[config.mk]
export PLATFORM = sky130hd
export DESIGN_NAME = mux16_rr_sched
export DESIGN_NICKNAME = d
export VERILOG_FILES = /design/src/rtl/mux16_sched_pkg.sv /design/src/rtl/rr_pick16.sv /design/src/rtl/mux16_rr_sched.sv
export SDC_FILE = /design/constraint.sdc
export NUM_CORES = 1
export LEC_CHECK = 0
export ABC_CLOCK_PERIOD_IN_PS = 9030
export BUFFER_PORTS_ARGS = -buffer_cell sky130_fd_sc_hd__buf_2
export CORE_ASPECT_RATIO = 1.1
export CORE_MARGIN = 4
export CORE_UTILIZATION = 51
export CTS_BUF_LIST = sky130_fd_sc_hd__clkbuf_8
export DETAILED_ROUTE_END_ITERATION = 8
export PLACE_DENSITY = 0.72
export SYNTH_ARGS = -nofsm -noshare
export SYNTH_HDL_FRONTEND = slang
export SYNTH_HIERARCHICAL = 1
export SYNTH_SLANG_ARGS = --single-unit
[constraint.sdc]
create_clock -name clk -period 9.03 [get_ports clk]
set_input_delay 1.806 -clock clk [delete_from_list [all_inputs] [get_ports clk]]
set_output_delay 1.806 -clock clk [all_outputs]
set_load 0.01 [all_outputs]
[src/rtl/mux16_sched_pkg.sv]
// +-------------------------------------------------------------------------+
// | mux16_sched_pkg : shared constants and state type for 16-way scheduler  |
// | Rev 1.0                                                                 |
// +-------------------------------------------------------------------------+
`default_nettype none

package mux16_sched_pkg;

   localparam int N_REQ  = 16;
   localparam int SEL_W  = 4;
   localparam int HOLD_W = 8;

   typedef enum logic [1:0] {
      IDLE  = 2'd0,
      GRANT = 2'd1,
      GAP   = 2'd2
   } sched_state_e;

   function automatic logic [N_REQ-1:0] sel_to_oh(input logic [SEL_W-1:0] sel);
      return N_REQ'(1) << sel;
   endfunction

endpackage

`default_nettype wire

[src/rtl/rr_pick16.sv]
// +-------------------------------------------------------------------------+
// | rr_pick16 : circular first-set-bit picker starting after last_ptr       |
// | Rev 1.0                                                                 |
// +-------------------------------------------------------------------------+
`default_nettype none

module rr_pick16
   import mux16_sched_pkg::*;
(
   input  logic [N_REQ-1:0] req,
   input  logic [SEL_W-1:0] last_ptr,
   output logic             any_req,
   output logic [SEL_W-1:0] winner
);

   logic [SEL_W-1:0]   base;
   logic [2*N_REQ-1:0] dbl;
   logic [N_REQ-1:0]   rot;
   logic [SEL_W-1:0]   offset;
   logic               found;

   // Rotate so the highest-priority requester lands at bit 0, then take the
   // lowest set bit; the 4-bit add wraps the offset back to a real index.
   always_comb begin
      base   = last_ptr + SEL_W'(1);
      dbl    = {req, req} >> base;
      rot    = dbl[N_REQ-1:0];
      offset = '0;
      found  = 1'b0;
      for (int i = 0; i < N_REQ; i++) begin
         if (!found && rot[i]) begin
            offset = SEL_W'(i);
            found  = 1'b1;
         end
      end
      winner  = base + offset;
      any_req = |req;
   end

endmodule

`default_nettype wire

[src/rtl/mux16_rr_sched.sv]
// +-------------------------------------------------------------------------+
// | mux16_rr_sched : round-robin owner of a shared 16:1 mux select          |
// | Rev 1.0                                                                 |
// +-------------------------------------------------------------------------+
`default_nettype none

module mux16_rr_sched
   import mux16_sched_pkg::*;
#(
   parameter int MAX_HOLD = 8
)(
   input  logic             clk,
   input  logic             rst,
   input  logic             en,
   input  logic [N_REQ-1:0] req,
   // "release" is a reserved word, so the owner's end-of-grant pulse is renamed
   input  logic             release_pulse,
   output logic             grant_valid,
   output logic [SEL_W-1:0] grant_idx,
   output logic [N_REQ-1:0] grant_oh,
   output logic             timeout
);

   localparam logic [HOLD_W-1:0] HOLD_LAST = HOLD_W'(MAX_HOLD - 1);

   sched_state_e     state_q, state_d;
   logic [HOLD_W-1:0] hold_cnt_q, hold_cnt_d;
   logic [SEL_W-1:0] last_ptr_q, last_ptr_d;
   logic             grant_valid_q, grant_valid_d;
   logic [SEL_W-1:0] grant_idx_q, grant_idx_d;
   logic [N_REQ-1:0] grant_oh_q, grant_oh_d;
   logic             timeout_q, timeout_d;

   logic             any_req;
   logic [SEL_W-1:0] winner;
   logic             hold_hit;
   logic             owner_drop;

   rr_pick16 u_pick (
      .req      (req),
      .last_ptr (last_ptr_q),
      .any_req  (any_req),
      .winner   (winner)
   );

   assign hold_hit   = (hold_cnt_q == HOLD_LAST);
   assign owner_drop = ~req[grant_idx_q];

   always_comb begin
      state_d       = state_q;
      hold_cnt_d    = hold_cnt_q;
      last_ptr_d    = last_ptr_q;
      grant_valid_d = grant_valid_q;
      grant_idx_d   = grant_idx_q;
      grant_oh_d    = grant_oh_q;
      timeout_d     = 1'b0;
      case (state_q)
         IDLE: begin
            if (en && any_req) begin
               state_d       = GRANT;
               grant_valid_d = 1'b1;
               grant_idx_d   = winner;
               grant_oh_d    = sel_to_oh(winner);
               hold_cnt_d    = '0;
            end
         end
         GRANT: begin
            if (release_pulse || owner_drop || hold_hit) begin
               state_d       = GAP;
               grant_valid_d = 1'b0;
               grant_oh_d    = '0;
               last_ptr_d    = grant_idx_q;
               // Only a forced end is reported; a voluntary end wins a tie.
               timeout_d     = hold_hit && !release_pulse && !owner_drop;
            end else begin
               hold_cnt_d = hold_cnt_q + HOLD_W'(1);
            end
         end
         GAP: begin
            state_d = IDLE;
         end
         default: begin
            state_d = IDLE;
         end
      endcase
   end

   // grant_idx is left untouched on grant end so the mux select stays quiet.
   always_ff @(posedge clk) begin
      if (rst) begin
         state_q       <= IDLE;
         hold_cnt_q    <= '0;
         last_ptr_q    <= SEL_W'(N_REQ - 1);
         grant_valid_q <= 1'b0;
         grant_idx_q   <= '0;
         grant_oh_q    <= '0;
         timeout_q     <= 1'b0;
      end else begin
         state_q       <= state_d;
         hold_cnt_q    <= hold_cnt_d;
         last_ptr_q    <= last_ptr_d;
         grant_valid_q <= grant_valid_d;
         grant_idx_q   <= grant_idx_d;
         grant_oh_q    <= grant_oh_d;
         timeout_q     <= timeout_d;
      end
   end

   assign grant_valid = grant_valid_q;
   assign grant_idx   = grant_idx_q;
   assign grant_oh    = grant_oh_q;
   assign timeout     = timeout_q;

endmodule

`default_nettype wire

==> flow_summary.json <==
{
  "wl_per_cell_um": 17.56,
  "ant_nets": 0,
  "syn-mean-instance-area_um2": 10.21,
  "num_rows": 29,
  "fillers": 529,
  "path_clk_slew_ns": 0.08,
  "setup_tns_ns": 0,
  "internal-power_mw": 0.6564,
  "fin_crit_sh_pct": 56.12,
  "combinationalPowerShare_pct": 69.4,
  "swShare_pct": 45.66,
  "netlist_area_mm2": 0.002993,
  "hpwl_mm": 5.371,
  "holdBufCountCts": 0,
  "start_kind": "primary input",
  "ys_seq_area_share_pct": 24.08,
  "end_kind": "register",
  "cts_root_buffer": "clkbuf_8",
  "seqPwrFrac_pct": 18.8,
  "first_pass_iters": 4,
  "finalNetCount": 353,
  "grt_max_degree": 32,
  "outcome": "finished, final reports clean",
  "synthToLayoutAreaGrowth_pct": 11.00,
  "io_buffers": 41,
  "clkLatencyLatePin_ns": 0.29,
  "cap_violations": 0,
  "cts_sinks": 36,
  "antenna_cells": 0,
  "power_leakage_nw": 1.424,
  "start_util_pct": 52.20,
  "synth_nets": 319,
  "first_global_vias": 2438,
  "drtIter0Drc": 117,
  "ys_warn_count": 6,
  "setup_viol": 0,
  "max_freq_mhz": 197.3,
  "layout_commonest_cell": "buf_2",
  "drcViolationCount": 0,
  "grt_pass1_wl_mm": 11.75,
  "required_ns": 9.27,
  "max_slew_margin_pct": 39.90,
  "wl_mm": 7.112,
  "die_h_um": 88.35,
  "ios": 42,
  "gp_congestion": 0.8841,
  "post-route-min-period_ns": 5.067,
  "maxSlewViolCount": 0,
  "yosysUniqueCellTypes": 56,
  "antenna_found_initial": 0,
  "synth-seq-cells": 36,
  "cts-buffers-inserted": 5,
  "cts_tree": "built",
  "drive_above_1_share_pct": 26.83,
  "pre_cts_ws_ns": 3.735,
  "htreeDepth": 2,
  "setup_ws_ns": 3.963,
  "core_area_mm2": 0.005733,
  "grt-ovfl-total": 0,
  "peakVddDrop_mv": 0.1904,
  "power.density_mw_per_mm2": 363.6,
  "cts.repair.resized": 0,
  "fp.dieW_um": 81.04,
  "skew_ns": 0.007318,
  "critPathKind": "primary input to register",
  "synth_edf_count": 0,
  "grt_use_total_pct": 20.86,
  "synthCells": 293,
  "rsz0062_at_grt": "false",
  "clockBufferDepth": 2,
  "hold_viol": 0,
  "ys.flop_type": "dfxtp_1",
  "die_area_mm2": 0.007159,
  "cts.repair_timing.setup_buffer_count": 0,
  "power_switching_mw": 0.5516,
  "tightest_slew_ns": 0.8976,
  "crit_arrival_ns": 5.31,
  "min_path_type": "register to register",
  "power_mw": 1.208,
  "crit_fanout": 6,
  "layout_common_cells": "buf_2 (41), dfxtp_1 (36), mux2i_1 (33)",
  "vias": 2555,
  "via_per_inst": 6.309,
  "clockPowerShare_pct": 11.7,
  "postSynth.asyncResetShare_pct": 0
}
[metrics by stage]
stage          instances  cell area [um2]  hold slack [ns]  utilization (%)
2_1_floorplan        293             2993           0.4562                -
3_3_place_gp         397             3211           0.4555            56.00
3_5_place_dp         397             3211           0.4599            56.00
4_1_cts              405             3322           0.4800            57.94
5_1_grt              405             3322           0.5004            57.94
6_report             405             3322           0.4793            57.94
[worst paths after layout]
kind              slack, ns  depth (start not counted)                        from                   endpoint
setup / recovery       3.96                         15                      req[2]  grant_oh[11]$_SDFFE_PP0P_
setup reg to reg       4.36                         15  last_ptr_q[1]$_SDFFE_PP1P_  grant_oh[11]$_SDFFE_PP0P_
hold reg to reg        0.48                          1    grant_oh[7]$_SDFFE_PP0P_   grant_oh[7]$_SDFFE_PP0P_
hold / removal         0.48                          1    grant_oh[7]$_SDFFE_PP0P_   grant_oh[7]$_SDFFE_PP0P_
[registers in the layout, summed over array words and instances (netlist names)]
signal and flops:
timeout 1, grant_valid 1, hold_cnt_q 8, grant_idx 4, last_ptr_q 4, grant_oh 16
state_q 2
[metal layers]
| metal | track usage [%] | wire length [um] |
|---|---|---|
| met2 | 36.00 | 3694 |
| met1 | 27.19 | 3076 |
| met4 | 6.759 | 95 |
| met3 | 2.444 | 246 |
| met5 | 0 | 0 |
[cell families (layout without fill, tap and decap cells)]
family	count (synthesis)	in the layout	share of synthesized area [%]
adder cells (fa/ha/maj)	6	6	2.759
AO/OA/AOI/OAI	57	57	14.47
AND/OR/NAND/NOR	84	84	15.97
buffers and inverters	26	61	4.933
multiplexers	77	77	35.74
XOR/XNOR	7	7	2.049
flip-flops	36	36	24.08
[critical path, cell delays in order]
cell and delay [ns]:
buf_2 0.13, mux2i_1 0.23, mux2i_1 0.17, mux4_2 0.54, or4b_4 0.55, o211ai_2 0.17
a31o_1 0.16, ha_1 0.22, a21o_1 0.17, a21oi_1 0.16, xor2_1 0.19, xnor2_1 0.20
nand2_1 0.12, nor2_1 0.29, a22o_1 0.19
[power by group through the flow]
stage / logic [mW] / clock network (mW) / registers [mW]
after global placement: 0.815 / 0 / 0.231
after CTS: 0.835 / 0.144 / 0.228
final: 0.839 / 0.142 / 0.227
after global routing: 0.918 / 0.150 / 0.233
after detailed placement: 0.830 / 0 / 0.231
after floorplan: 0.676 / 0 / 0.225
[synth_stat cells, types with 2 or more instances]
master	n	area [um2]
a21oi_1	14	70.07
a221o_1	3	30.03
a22o_1	18	157.7
a22oi_1	2	15.01
a311oi_1	2	17.52
a31oi_1	3	18.77
and3_1	5	31.28
and3b_1	2	17.52
buf_2	6	30.03
buf_6	3	33.78
clkbuf_1	5	18.77
dfxtp_1	36	720.7
ha_1	5	62.56
inv_1	7	26.28
inv_2	2	7.510
mux2_1	15	168.9
mux2_2	8	90.09
mux2i_1	33	330.3
mux4_1	2	52.55
mux4_2	19	427.9
nand2_1	16	60.06
nand2b_1	2	12.51
nand3_1	8	40.04
nand4_1	3	18.77
nor2_1	15	56.30
nor2b_1	4	25.02
nor3_1	7	35.03
nor3b_1	5	37.54
nor4_1	5	31.28
nor4bb_1	3	30.03
o2111ai_1	2	17.52
o211ai_1	3	22.52
or3_1	2	12.51
xnor2_1	4	35.03
xor2_1	3	26.28
[layout make-up]
cell class                 instances  area, um2  area share [%]
multi-input combinational        231       2132           64.18
sequential                        36      720.7           21.69
clock buffer                       5      68.82           2.072
timing repair buffer              44      227.7           6.855
clock inverter                     3      42.54           1.281
tap                               77      96.34           2.900
inverter                           9      33.78           1.017
Power figures use the tool's default switching activity.
